<file path="config.mk">
export PLATFORM = sky130hd
export DESIGN_NAME = pipe_ctrl
export DESIGN_NICKNAME = d
export VERILOG_FILES = /design/src/rtl/pipe_ctrl_pkg.sv /design/src/rtl/pipe_ctrl_stall_wdog.sv /design/src/rtl/pipe_ctrl.sv
export SDC_FILE = /design/constraint.sdc
export NUM_CORES = 1
export LEC_CHECK = 0
export ABC_CLOCK_PERIOD_IN_PS = 4300
export BUFFER_PORTS_ARGS = -buffer_cell sky130_fd_sc_hd__buf_2
export CORE_ASPECT_RATIO = 0.6
export CORE_MARGIN = 2
export CORE_UTILIZATION = 45
export CTS_BUF_LIST = sky130_fd_sc_hd__clkbuf_4
export DETAILED_ROUTE_END_ITERATION = 10
export HOLD_SLACK_MARGIN = 0.06
export PLACE_DENSITY_LB_ADDON = 0.15
export SYNTH_ARGS = -nofsm -noshare
export SYNTH_HDL_FRONTEND = slang
export SYNTH_SLANG_ARGS = --single-unit
</file>
<file path="constraint.sdc">
create_clock -name clk -period 4.3 [get_ports clk]
set_input_delay 0.215 -clock clk [delete_from_list [all_inputs] [get_ports clk]]
set_output_delay 0.215 -clock clk [all_outputs]
set_load 0.1 [all_outputs]
</file>
<file path="src/rtl/pipe_ctrl_pkg.sv">
// pipe_ctrl_pkg: stall masks, FSM encodings, exception codes and redirect constants for pipe_ctrl.
package pipe_ctrl_pkg;
  localparam logic [5:0] StallNone = 6'b000000;
  localparam logic [5:0] StallId   = 6'b000111;
  localparam logic [5:0] StallEx   = 6'b001111;
  localparam logic [5:0] StallMem  = 6'b011111;
  localparam logic [5:0] StallAll  = 6'b111111;
  localparam logic [31:0] ExcNone  = 32'h0000_0000;
  localparam logic [31:0] ExcEret  = 32'h0000_000e;
  localparam logic [31:0] EXC_VECTOR = 32'h0000_0020;
  localparam logic [15:0] WDOG_LIMIT = 16'd1024;
  typedef enum logic [1:0] {S_RUN = 2'd0, S_FREEZE = 2'd1, S_FLUSH = 2'd2} state_t;
endpackage

</file>
<file path="src/rtl/pipe_ctrl_stall_wdog.sv">
// stall_wdog: saturating consecutive-stall counter with watchdog limit compare.
module stall_wdog
  import pipe_ctrl_pkg::*;
(
  input  logic clk,
  input  logic rst,
  input  logic en,
  output logic hit
);
  logic [15:0] scnt;
  always_ff @(posedge clk or negedge rst)
    if (!rst) scnt <= '0;
    else scnt <= en ? (scnt == 16'hFFFF ? scnt : scnt + 16'd1) : '0;
  assign hit = en && scnt == WDOG_LIMIT - 16'd1;
endmodule

</file>
<file path="src/rtl/pipe_ctrl.sv">
// pipe_ctrl: stall merge and freeze-then-flush redirect sequencer.
// Optional watchdog redirect enabled by defining CTRL_WDOG_EN.
module pipe_ctrl
  import pipe_ctrl_pkg::*;
(
  input  logic        clk,
  input  logic        rst,
  input  logic        stallreq_id_i,
  input  logic        stallreq_ex_i,
  input  logic        stallreq_mem_i,
  input  logic [31:0] excepttype_i,
  input  logic [31:0] cp0_epc_i,
  output logic [5:0]  stall,
  output logic        flush,
  output logic [31:0] new_pc,
  output logic        wdog_timeout
);
  state_t      state;
  logic [31:0] tgt;
  logic        wd;
  logic        wd_hit;
  logic        exc;
  logic        wd_fire;
  assign exc = excepttype_i != ExcNone;
  always_comb
    stall = state == S_FREEZE ? StallAll :
            state == S_FLUSH  ? StallNone :
            exc               ? StallAll :
            stallreq_mem_i    ? StallMem :
            stallreq_ex_i     ? StallEx :
            stallreq_id_i     ? StallId : StallNone;
`ifdef CTRL_WDOG_EN
  stall_wdog u_wdog (
    .clk (clk),
    .rst (rst),
    .en  (state == S_RUN && stall != StallNone),
    .hit (wd_hit)
  );
`else
  assign wd_hit = 1'b0;
`endif
  // an exception in the same cycle owns the redirect target
  assign wd_fire = wd_hit && !exc;
  always_ff @(posedge clk or negedge rst)
    if (!rst) begin
      state <= S_RUN;
      tgt   <= '0;
      wd    <= 1'b0;
    end else if (state == S_RUN) begin
      if (exc || wd_fire) begin
        state <= S_FREEZE;
        tgt   <= excepttype_i == ExcEret ? cp0_epc_i : EXC_VECTOR;
        wd    <= !exc;
      end
    end else begin
      state <= state == S_FREEZE ? S_FLUSH : S_RUN;
    end
  assign flush        = state == S_FLUSH;
  assign new_pc       = flush ? tgt : '0;
  assign wdog_timeout = flush && wd;
endmodule

</file>
# Yosys cells after proc, flatten, opt, wreduce, memory -nomap -nowiden
# Cells that the tools add are included.
# totals
register_bits	35
out_inout_bits	40
inputBits	69
# classes
reduce_logical	5
mux	11
n_eq_ne	4
# op_table
op	n
32-bit 2-to-1 mux	2
32-bit by 4-bit == test with 1-bit output, second input constant	1
32-bit nonzero test	1
6-bit 2-to-1 mux	3
2-bit 2-to-1 mux	3
5-bit 2-to-1 mux	1
4-bit 2-to-1 mux	1
3-bit 2-to-1 mux	1
2-bit by 1-bit == test with 1-bit output, second input constant	1
2-bit == test, second input constant	1
2-bit zero test	1
2-bit inequality test, second input constant	1
2-bit AND reduction	1
1-bit logical AND	1
1-bit zero test	1

# Depth between registers and ports, before layout
# Gate-level depths: netlist of the first run.
# logic_depth
ltp_word	6
depth_mapped	5
mapped_depth_nobuf	4

# Least setup slack after synthesis of the first run
# Ideal clock, no wire load.
# synth_path
path_type	register to output
start	register state[1]
end	output port stall[4]
required_ps	4085
stages_incl_launch_ff	5
t_arrival_ps	2835
setup_slack_ps	1250
path_buffers	1
cell_sequence	dfrtp_1 inv_1 nor2_1 clkbuf_1 a21oi_1
# synth_between
elab_chain_cells	3
word_cells_on_any_way	4
cone_classes	eq/ne (2); mux (2)
# synth_rtl
element	line_no	text
start, declared	pipe_ctrl.sv:18	state_t state;
start signal, assigned	pipe_ctrl.sv:56	state <= state == S_FREEZE ? S_FLUSH : S_RUN;
2-bit == test	-	
net flush	pipe_ctrl.sv:14	output logic flush,
6-bit 2-to-1 mux	pipe_ctrl.sv:27	state == S_FLUSH ? StallNone :
6-bit 2-to-1 mux	pipe_ctrl.sv:26	stall = state == S_FREEZE ? StallAll :
end, declared	pipe_ctrl.sv:13	output logic [5:0] stall,
# The timed path passes the listed nets, and every way through them passes these cells.

# Worst setup path after layout of the first run
# layout_path
start	register state[1]
end	output port new_pc[7]
# layout_between
elab_chain_cells	2
# layout_rtl
element	line_no	text
2-bit == test	pipe_ctrl.sv:58	assign flush = state == S_FLUSH;
32-bit 2-to-1 mux	pipe_ctrl.sv:59	assign new_pc = flush ? tgt : '0;
end, declared	pipe_ctrl.sv:15	output logic [31:0] new_pc,
# No other way between the ends.

==> results of run 1 <==
report_power, final:
group          switching [mW]  internal (mW)  total (mW)
registers          0.00000104          0.329       0.329
logic                  0.0218         0.0254      0.0472
clock network           0.103         0.0579       0.161
total                   0.125          0.412       0.537
cell families after synthesis:
logic type      synth area share [%]
simple gates                    25.6
fa+ha+maj                       1.16
buf+inv                         5.20
flops                           50.5
compound gates                  17.5
registers in the layout, summed over array words and instances (netlist names):
signal / flops
wd: 1
tgt: 32
state: 2
cell type report:
type	count	area share [%]
tap	47	2.52
clock buffer	5	1.61
multi-input combinational	94	33.3
inverter	4	0.644
sequential	35	37.6
clock inverter	2	0.376
timing repair buffer	110	24.0
placed cells by master (no fill, tap or decap), types with 2 or more instances in the layout:
cell / instances
buf_2: 108
and4_1: 2
a21oi_1: 2
a22o_1: 31
dfrtp_1: 35
nor2_1: 3
inv_1: 4
nor3_1: 3
maj3_1: 2
nor4_4: 3
nor4_1: 2
clkbuf_4: 5
and2_1: 33
nor4_2: 3
layer usage:
| layer | track usage (%) | wire, um |
|---|---|---|
| met1 | 29.5 | 1960 |
| met2 | 31.1 | 1790 |
| met3 | 6.03 | 279 |
| met4 | 7.26 | 44 |
| met5 | 0 | 0 |
worst max path at each step:
stage	slack [ns]	depth (start not counted)	start	endpoint
after global routing	1.55	4	state[1]	new_pc[7]
after global placement	2.04	5	excepttype_i[20]	tgt[22]
after detailed placement	2.04	5	excepttype_i[20]	tgt[3]
after CTS	1.74	4	state[1]	new_pc[31]
after floorplan	1.25	4	state[1]	stall[4]
final	1.80	4	state[1]	new_pc[7]
stage by stage:
stage | cells | util [%] | hold WS, ns | cell area (um2)
global placement | 289 | 61.8 | 0.320 | 2270
CTS | 297 | 63.3 | 0.0773 | 2330
floorplan | 144 | - | -0.0806 | 1730
detailed placement | 289 | 61.8 | 0.325 | 2270
finish | 297 | 63.3 | 0.0939 | 2330
global route | 297 | 63.3 | 0.0797 | 2330
worst reg2reg max path: stages, from the launching register on:
cell,delay [ns]
dfrtp_1,0.45
nor2_1,0.28
nand4_1,0.25
nor3_4,0.92
a22o_1,0.29
==> impl_metrics.tcl, run 1 <==
set metrics [dict create \
    min_path_type "in2reg" \
    first_global_vias 1511 \
    path_class "reg2out" \
    min_path_cells 2 \
    worstReg2RegStart "state[0]" \
    synth_edf_count 0 \
    hold_path.startpoint "cp0_epc_i[12]" \
    drive_above_1_share_pct 50.4 \
    crit_arrival_ns 2.28 \
    max_freq_mhz 400 \
    dpl.hpwl_um 2980 \
    avgSynthCellArea_um2 12.0 \
    wl_per_cell_um 13.7 \
    path_cells "inv_1 -> nor2_2 -> and2_1 -> buf_2" \
    drv_cap 0 \
    row_count 17 \
    startpoint_type "flip-flop" \
    die_area_um2 4380 \
    fin_crit_sh_pct 58.1 \
    die_x_um 84.1 \
    ir_drop_mv 0.134 \
    setup-tns-final_ns 0 \
    ys_ff_latch 35 \
    hold_violations 0 \
    required_ns 4.09 \
    p_leak_nw 1.28 \
    clk_latency_ns 0.33 \
    multi_input_area_um2 776 \
    netlist.area_leader.share_pct 50.5 \
    status "completed" \
    cts-hold-fix-buffers 1 \
    final_antenna_net_count 0 \
    post-cts-setup-buffers 0 \
    drc_errors 0 \
    via_per_inst 5.00 \
    power.total_uw 537 \
    regArea_um2 876 \
    syn-cell-area_um2 1730 \
    yosysWarnings 0 \
    seq_area_frac_synth_pct 50.5 \
    cts_buffers 5 \
    cts_max_path_buffers 2 \
    antenna_found_initial 0 \
    gp_congestion 0.868 \
    worstMarginPinSlew_ns 1.13 \
    grt_usage_pct 20.9 \
    ioPinCount 109 \
    fin_nets 319 \
    tritoncts "yes" \
    min_period_ns 2.50 \
    syn_inst 144 \
    critical-path-max-stage-delay_ns 0.81 \
    setup_viol 0 \
    r2r_cells 4 \
    cp_top_family "simple AND/OR/NAND/NOR gates" \
    vias 1485 \
    grt_overflow 0 \
    num-fill-cells 327 \
    r2r_end "tgt[31]" \
    finalMaxSlewViolations 0 \
    rsz0062_at_grt "false" \
    crit_fanout 35 \
    floorplan.initialDensity_pct 47.1 \
    critPathSlowestCell "nor2_2" \
    diodes 0 \
    ys_types 25 \
    synthFlopType "dfrtp_1" \
    skew_ns 0.00598 \
    r2r_slack_ns 2.04 \
    grt_start_max_net_pins 36 \
    area_growth_pct 34.4 \
    synth_largest_area_cell "dfrtp_1" \
    htree_num_levels 2 \
    numPortBuffers 108 \
    layout_setup_ws_ns 1.80 \
    critPathBufInv 2 \
    holdPathEnd "tgt[12]" \
    die_h_um 52.1 \
    grt_pass1_wl_um 7040 \
    place_worst_setup_slack_ns 2.04 \
    async_flop_share_pct 100 \
    core_area_um2 3680 \
    synth.most_common_cell "dfrtp_1" \
    wl_um 4070 \
    cts.sinks 35 \
    cts_resized 0 \
    powerDensity_nw_per_um2 230 \
    yosys-top-cells-area "dfrtp_1 (51%), a22o_1 (16%), and2_1 (12%)" \
    drt_iter0_markers 64 \
    clock-root-buffer "clkbuf_4" \
    clk_pin_slew_ns 0.10 \
    end_kind "output port" \
    synthTopCellsByCount "dfrtp_1 (35), and2_1 (33), a22o_1 (31)" \
    dr.pass1.iters 4 \
    relSlewSlack_pct 24.3 \
    synth_nets 213 \
]
(Power assumes the default switching activity.)
==> run 2, diff against run 1 <==
--- a/config.mk
+++ b/config.mk
@@ -5,11 +5,11 @@
 export SDC_FILE = /design/constraint.sdc
 export NUM_CORES = 1
 export LEC_CHECK = 0
-export ABC_CLOCK_PERIOD_IN_PS = 4300
+export ABC_CLOCK_PERIOD_IN_PS = 2000
 export BUFFER_PORTS_ARGS = -buffer_cell sky130_fd_sc_hd__buf_2
 export CORE_ASPECT_RATIO = 0.6
 export CORE_MARGIN = 2
-export CORE_UTILIZATION = 45
+export CORE_UTILIZATION = 40
 export CTS_BUF_LIST = sky130_fd_sc_hd__clkbuf_4
 export DETAILED_ROUTE_END_ITERATION = 10
 export HOLD_SLACK_MARGIN = 0.06
==> constraint.sdc (replaced) <==
create_clock -name clk -period 2 [get_ports clk]
set_input_delay 0.1 -clock clk [delete_from_list [all_inputs] [get_ports clk]]
set_output_delay 0.1 -clock clk [all_outputs]
set_load 0.1 [all_outputs]
==> run 2 against run 1 <==
Sequential cell count unchanged; clock skew up 0.0053 ns; first-iteration DRC count down 47%; largest cell class is now non-clock buffers; utilization up 11 points; via count increased by 13%; routed wire length rose by 24%; power increased by 130%; final area increased by 32%.
==> impl_metrics.tcl, run 2 (same netlist as run 1, synthesis figures left out) <==
set metrics [dict create \
    r2r_cells 5 \
    r2r_end "tgt[26]" \
    htree_num_levels 2 \
    power_frac_seq_pct 58.4 \
    die_area_um2 4890 \
    p_comb_share_pct 12.5 \
    cts.sinks 35 \
    grt_usage_pct 22.1 \
    sw_frac_of_total_pct 23.5 \
    intPower_uw 927 \
    fin_crit_sh_pct 93.1 \
    rsz0062_at_grt "false" \
    first_global_vias 1649 \
    required_ns 1.90 \
    max_freq_mhz 537 \
    mostFrequentLayoutCell "buf_2" \
    die_h_um 55.0 \
    drv_cap 0 \
    drt_iter0_markers 34 \
    setup_viol 0 \
    grt_overflow 0 \
    dpl.hpwl_um 3310 \
    worstMarginPinSlew_ns 0.754 \
    tritoncts "yes" \
    power.total_mw 1.21 \
    ir_drop_mv 0.413 \
    largest_reg_flops 32 \
    grt_start_max_net_pins 36 \
    grt_pass1_wl_um 7940 \
    clk_pin_slew_ns 0.10 \
    gp_congestion 0.851 \
    place_worst_setup_slack_ns 0.0950 \
    core_area_um2 4140 \
    power_frac_clock_pct 29.2 \
    cts_max_path_buffers 2 \
    cts_buffers 5 \
    post-route-util_pct 74.0 \
    netSwitchingPower_uw 285 \
    holdPathEnd "tgt[5]" \
    vias 1675 \
    ioPinCount 109 \
    hold_violations 0 \
    setup-tns-final_ns 0 \
    min_path_type "in2reg" \
    via_per_inst 4.84 \
    clock-root-buffer "clkbuf_4" \
    status "completed" \
    relSlewSlack_pct 49.7 \
    drive_above_1_share_pct 49.3 \
    min_period_ns 1.86 \
    dr.pass1.iters 4 \
    drc_errors 0 \
    end_kind "output port" \
    skew_ns 0.0112 \
    wl_per_cell_um 14.5 \
    final_cell_mix "buf_2 (86), dfrtp_1 (35), dlygate4sd3_1 (33)" \
    crit_arrival_ns 1.76 \
    fin_nets 355 \
    regMostFlops "tgt" \
    crit_fanout 21 \
    floorplan.initialDensity_pct 41.8 \
    hold_path.startpoint "excepttype_i[2]" \
    r2r_slack_ns 0.45 \
    layout_setup_ws_ns 0.138 \
    antenna_found_initial 0 \
    finalMaxSlewViolations 0 \
    path_class "reg2out" \
    whs_ns 0.222 \
    powerDensity_nw_per_um2 395 \
    numPortBuffers 108 \
    final_antenna_net_count 0 \
    diodes 0 \
    die_x_um 89.0 \
    startpoint_type "flip-flop" \
    row_count 18 \
    min_path_cells 4 \
    worstReg2RegStart "state[0]" \
    p_leak_nw 1.51 \
    clk_latency_ns 0.33 \
    reg_top3 "tgt x32, state x2, wd x1" \
    wl_um 5030 \
    area_growth_pct 76.9 \
]
==> run 2: changes by cell type in the layout (fill, tap and decap cells not counted), sizes merged <==
cell	previous run	this run
dlygate4sd3	1	33
buf	109	112
clkbuf	5	6
==> run 2: cell type report <==
class	count	area, um2
inverter	4	15.0
fill	308	1080
clock inverter	2	8.76
multi-input combinational	94	802
tap	60	75.1
clock buffer	5	37.5
timing repair buffer	146	1250
sequential	35	876
==> run 2: how the worst max path moves through the flow <==
stage,depth (start not counted),slack (ns),from,end
global route,4,0.04,state[0],new_pc[3]
global placement,7,0.26,excepttype_i[19],stall[4]
finish,4,0.14,state[0],new_pc[3]
CTS,5,0.07,state[0],stall[4]
floorplan,4,-0.10,state[1],stall[4]
detailed placement,7,0.09,excepttype_i[19],stall[4]
==> run 2: worst max-delay path: stages (launching register included) <==
cell and delay, ns:
dfrtp_1 0.47, nor2_4 0.27, buf_4 0.27, and2_1 0.23
buf_12 0.19
==> run 2: timing repair <==
item | in CTS | in global routing
pin swaps | 0 | 1
buffers inserted | 0 | 1
hold buffers | 33 | 0
endpoints found under the hold margin | 67 | 0
endpoints found under the setup margin | 23 | 19
gates resized for setup | 1 | 1
==> run 2: through the flow <==
step                      cell area (um2)  instances
after floorplan                      1760        144
after global placement               2670        305
after detailed placement             2670        305
after CTS                            3060        345
after global routing                 3070        346
final                                3070        346
==> run 2: power by group through the flow <==
stage	Sequential, mW	Combinational (mW)	Clock [mW]
2_1_floorplan	0.721	0.0120	0
3_3_place_gp	0.721	0.0990	0
3_5_place_dp	0.721	0.101	0
4_1_cts	0.707	0.151	0.364
5_1_grt	0.707	0.168	0.402
6_report	0.707	0.151	0.354
==> run 2: routing by layer <==
metal / GRT usage (%) / wire length [um] / vias to the layer above / part of all wire (%)
li1: - / - / 810 / -
met1: 28.5 / 2310 / 798 / 46
met2: 36.1 / 2290 / 63 / 46
met3: 8.01 / 392 / 4 / 7.8
met4: 5.47 / 36 / 0 / 0.72
met5: 0 / 0 / - / 0
==> run 3, diff against run 2 <==
==> constraint.sdc (replaced) <==
create_clock -name clk -period 2 [get_ports clk]
set_input_delay 0.1 -clock clk [delete_from_list [all_inputs] [get_ports clk]]
set_output_delay 0.1 -clock clk [all_outputs]
set_load 0.01 [all_outputs]
==> run 3 against run 2 <==
Non-clock buffer count shrank 2; setup slack improved by 0.19 ns; first-iteration DRC count increased by 120%; register-to-register slack is essentially flat; clock power is 3% lower; clock-buffer cell count grew 1.
==> impl_metrics.tcl, run 3 (same netlist as run 1, synthesis figures left out) <==
set metrics [dict create \
    grt_usage_pct 20.1 \
    critPathSlowestCell "or3_1" \
    min_path_cells 4 \
    ioPinCount 109 \
    setup_viol 0 \
    largest_reg_flops 32 \
    relSlewSlack_pct 49.6 \
    crit_fanout 3 \
    via_per_inst 4.83 \
    wl_um 4600 \
    worstMarginPinSlew_ns 0.755 \
    clk_latency_ns 0.32 \
    finalMaxSlewViolations 0 \
    grt_pass1_wl_um 7280 \
    layout_setup_ws_ns 0.333 \
    status "completed" \
    die_x_um 89.0 \
    startpoint_type "input pin" \
    cts_resized 0 \
    end_kind "output port" \
    die_area_um2 4890 \
    area_growth_pct 56.1 \
    antenna_found_initial 0 \
    ir_drop_mv 0.307 \
    max_freq_mhz 600 \
    final_cell_mix "buf_2 (108), dfrtp_1 (35), and2_1 (33), dlygate4sd3_1 (33), a22o_1 (31)" \
    cts_buffers 5 \
    core_area_um2 4140 \
    powerDensity_nw_per_um2 444 \
    drv_cap 0 \
    min_period_ns 1.67 \
    wl_per_cell_um 13.4 \
    dr.pass1.iters 4 \
    post-cts-setup-buffers 0 \
    cts.sinks 35 \
    cp_top_family "simple AND/OR/NAND/NOR gates" \
    reg_top3 "tgt x32, state x2, wd x1" \
    place_worst_setup_slack_ns 0.344 \
    cts-hold-fix-buffers 33 \
    row_count 18 \
    path_common_cell "buf_2" \
    num-fill-cells 363 \
    regMostFlops "tgt" \
    p_comb_share_pct 12.5 \
    grt_start_max_net_pins 36 \
    worst-path-stages 6 \
    numPortBuffers 108 \
    floorplan.initialDensity_pct 41.8 \
    vias 1658 \
    r2r_cells 5 \
    diodes 0 \
    crit_arrival_ns 1.57 \
    drt_iter0_markers 74 \
    netSwitchingPower_uw 261 \
    hold_violations 0 \
    critPathBufInv 2 \
    grt_overflow 0 \
    mostFrequentLayoutCell "buf_2" \
    htree_num_levels 2 \
    critical-path-max-stage-delay_ns 0.44 \
    clk_pin_slew_ns 0.09 \
    intPower_uw 941 \
    sw_frac_of_total_pct 21.7 \
    clock-root-buffer "clkbuf_4" \
    fin_nets 353 \
    gp_congestion 0.792 \
    tritoncts "yes" \
    power_frac_seq_pct 58.9 \
    final_antenna_net_count 0 \
    drc_errors 0 \
    dpl.hpwl_um 3030 \
    path_class "in2out" \
    rsz0062_at_grt "false" \
    drive_above_1_share_pct 45.2 \
    required_ns 1.90 \
    p_leak_nw 1.43 \
    skew_ns 0.00408 \
    power_frac_clock_pct 28.7 \
    min_path_type "in2reg" \
    cts_max_path_buffers 2 \
    setup-tns-final_ns 0 \
    die_h_um 55.0 \
    first_global_vias 1604 \
    path_cells "buf_2 -> or3_1 -> nor3_1 -> nand4b_1 -> maj3_1 -> buf_2" \
    fin_crit_sh_pct 83.4 \
]
run 3: power groups by stage:
stage               Clock, mW  Combinational (mW)  Sequential [mW]
finish                  0.344               0.150            0.707
floorplan                   0              0.0118            0.721
detailed placement          0               0.101            0.721
CTS                     0.362               0.150            0.707
global route            0.400               0.166            0.707
global placement            0              0.0986            0.721
run 3: worst paths after layout:
path	startpoint	slack, ns	end
max in group asynchronous	rst	1.14	wd
min reg2reg	state[1]	0.48	state[1]
min in group asynchronous	rst	0.38	tgt[3]
max	excepttype_i[2]	0.33	stall[0]
min	excepttype_i[2]	0.21	tgt[5]
max reg2reg	state[0]	0.45	tgt[24]
run 3: per-layer routing:
metal  track usage [%]  part of all wire, %  up-vias  routed length [um]
met5                 0                    0        -                   0
met4              5.72                  1.3        0                  59
met3              5.93                  5.4        7                 250
met2              33.3                   46       56                2130
met1              26.0                   47      787                2160
li1                  -                    -      808                   -
run 3: stage by stage:
step / util (%) / hold WS (ns) / power (mW) / std cells / cell area (um2)
global route: 65.3 / 0.266 / 1.27 / 343 / 2710
floorplan: - / -0.196 / 0.733 / 144 / 1730
global placement: 56.2 / 0.212 / 0.820 / 304 / 2330
CTS: 65.3 / 0.196 / 1.22 / 343 / 2710
finish: 65.3 / 0.207 / 1.20 / 343 / 2710
detailed placement: 56.2 / 0.218 / 0.822 / 304 / 2330
run 3: tightest hold or removal path, cell delays in order:
cell and delay [ns]:
buf_2 0.10, nand4_1 0.13, nor4_1 0.06, a21oi_1 0.10
run 3: layout make-up:
type | instances | area (um2) | share of cell area [%]
clock buffers | 6 | 45.0 | 1.67
inverters | 4 | 15.0 | 0.555
multi-input cells | 94 | 776 | 28.7
flip-flops and latches | 35 | 876 | 32.4
well taps | 60 | 75.1 | 2.78
repair buffers | 144 | 918 | 34.0
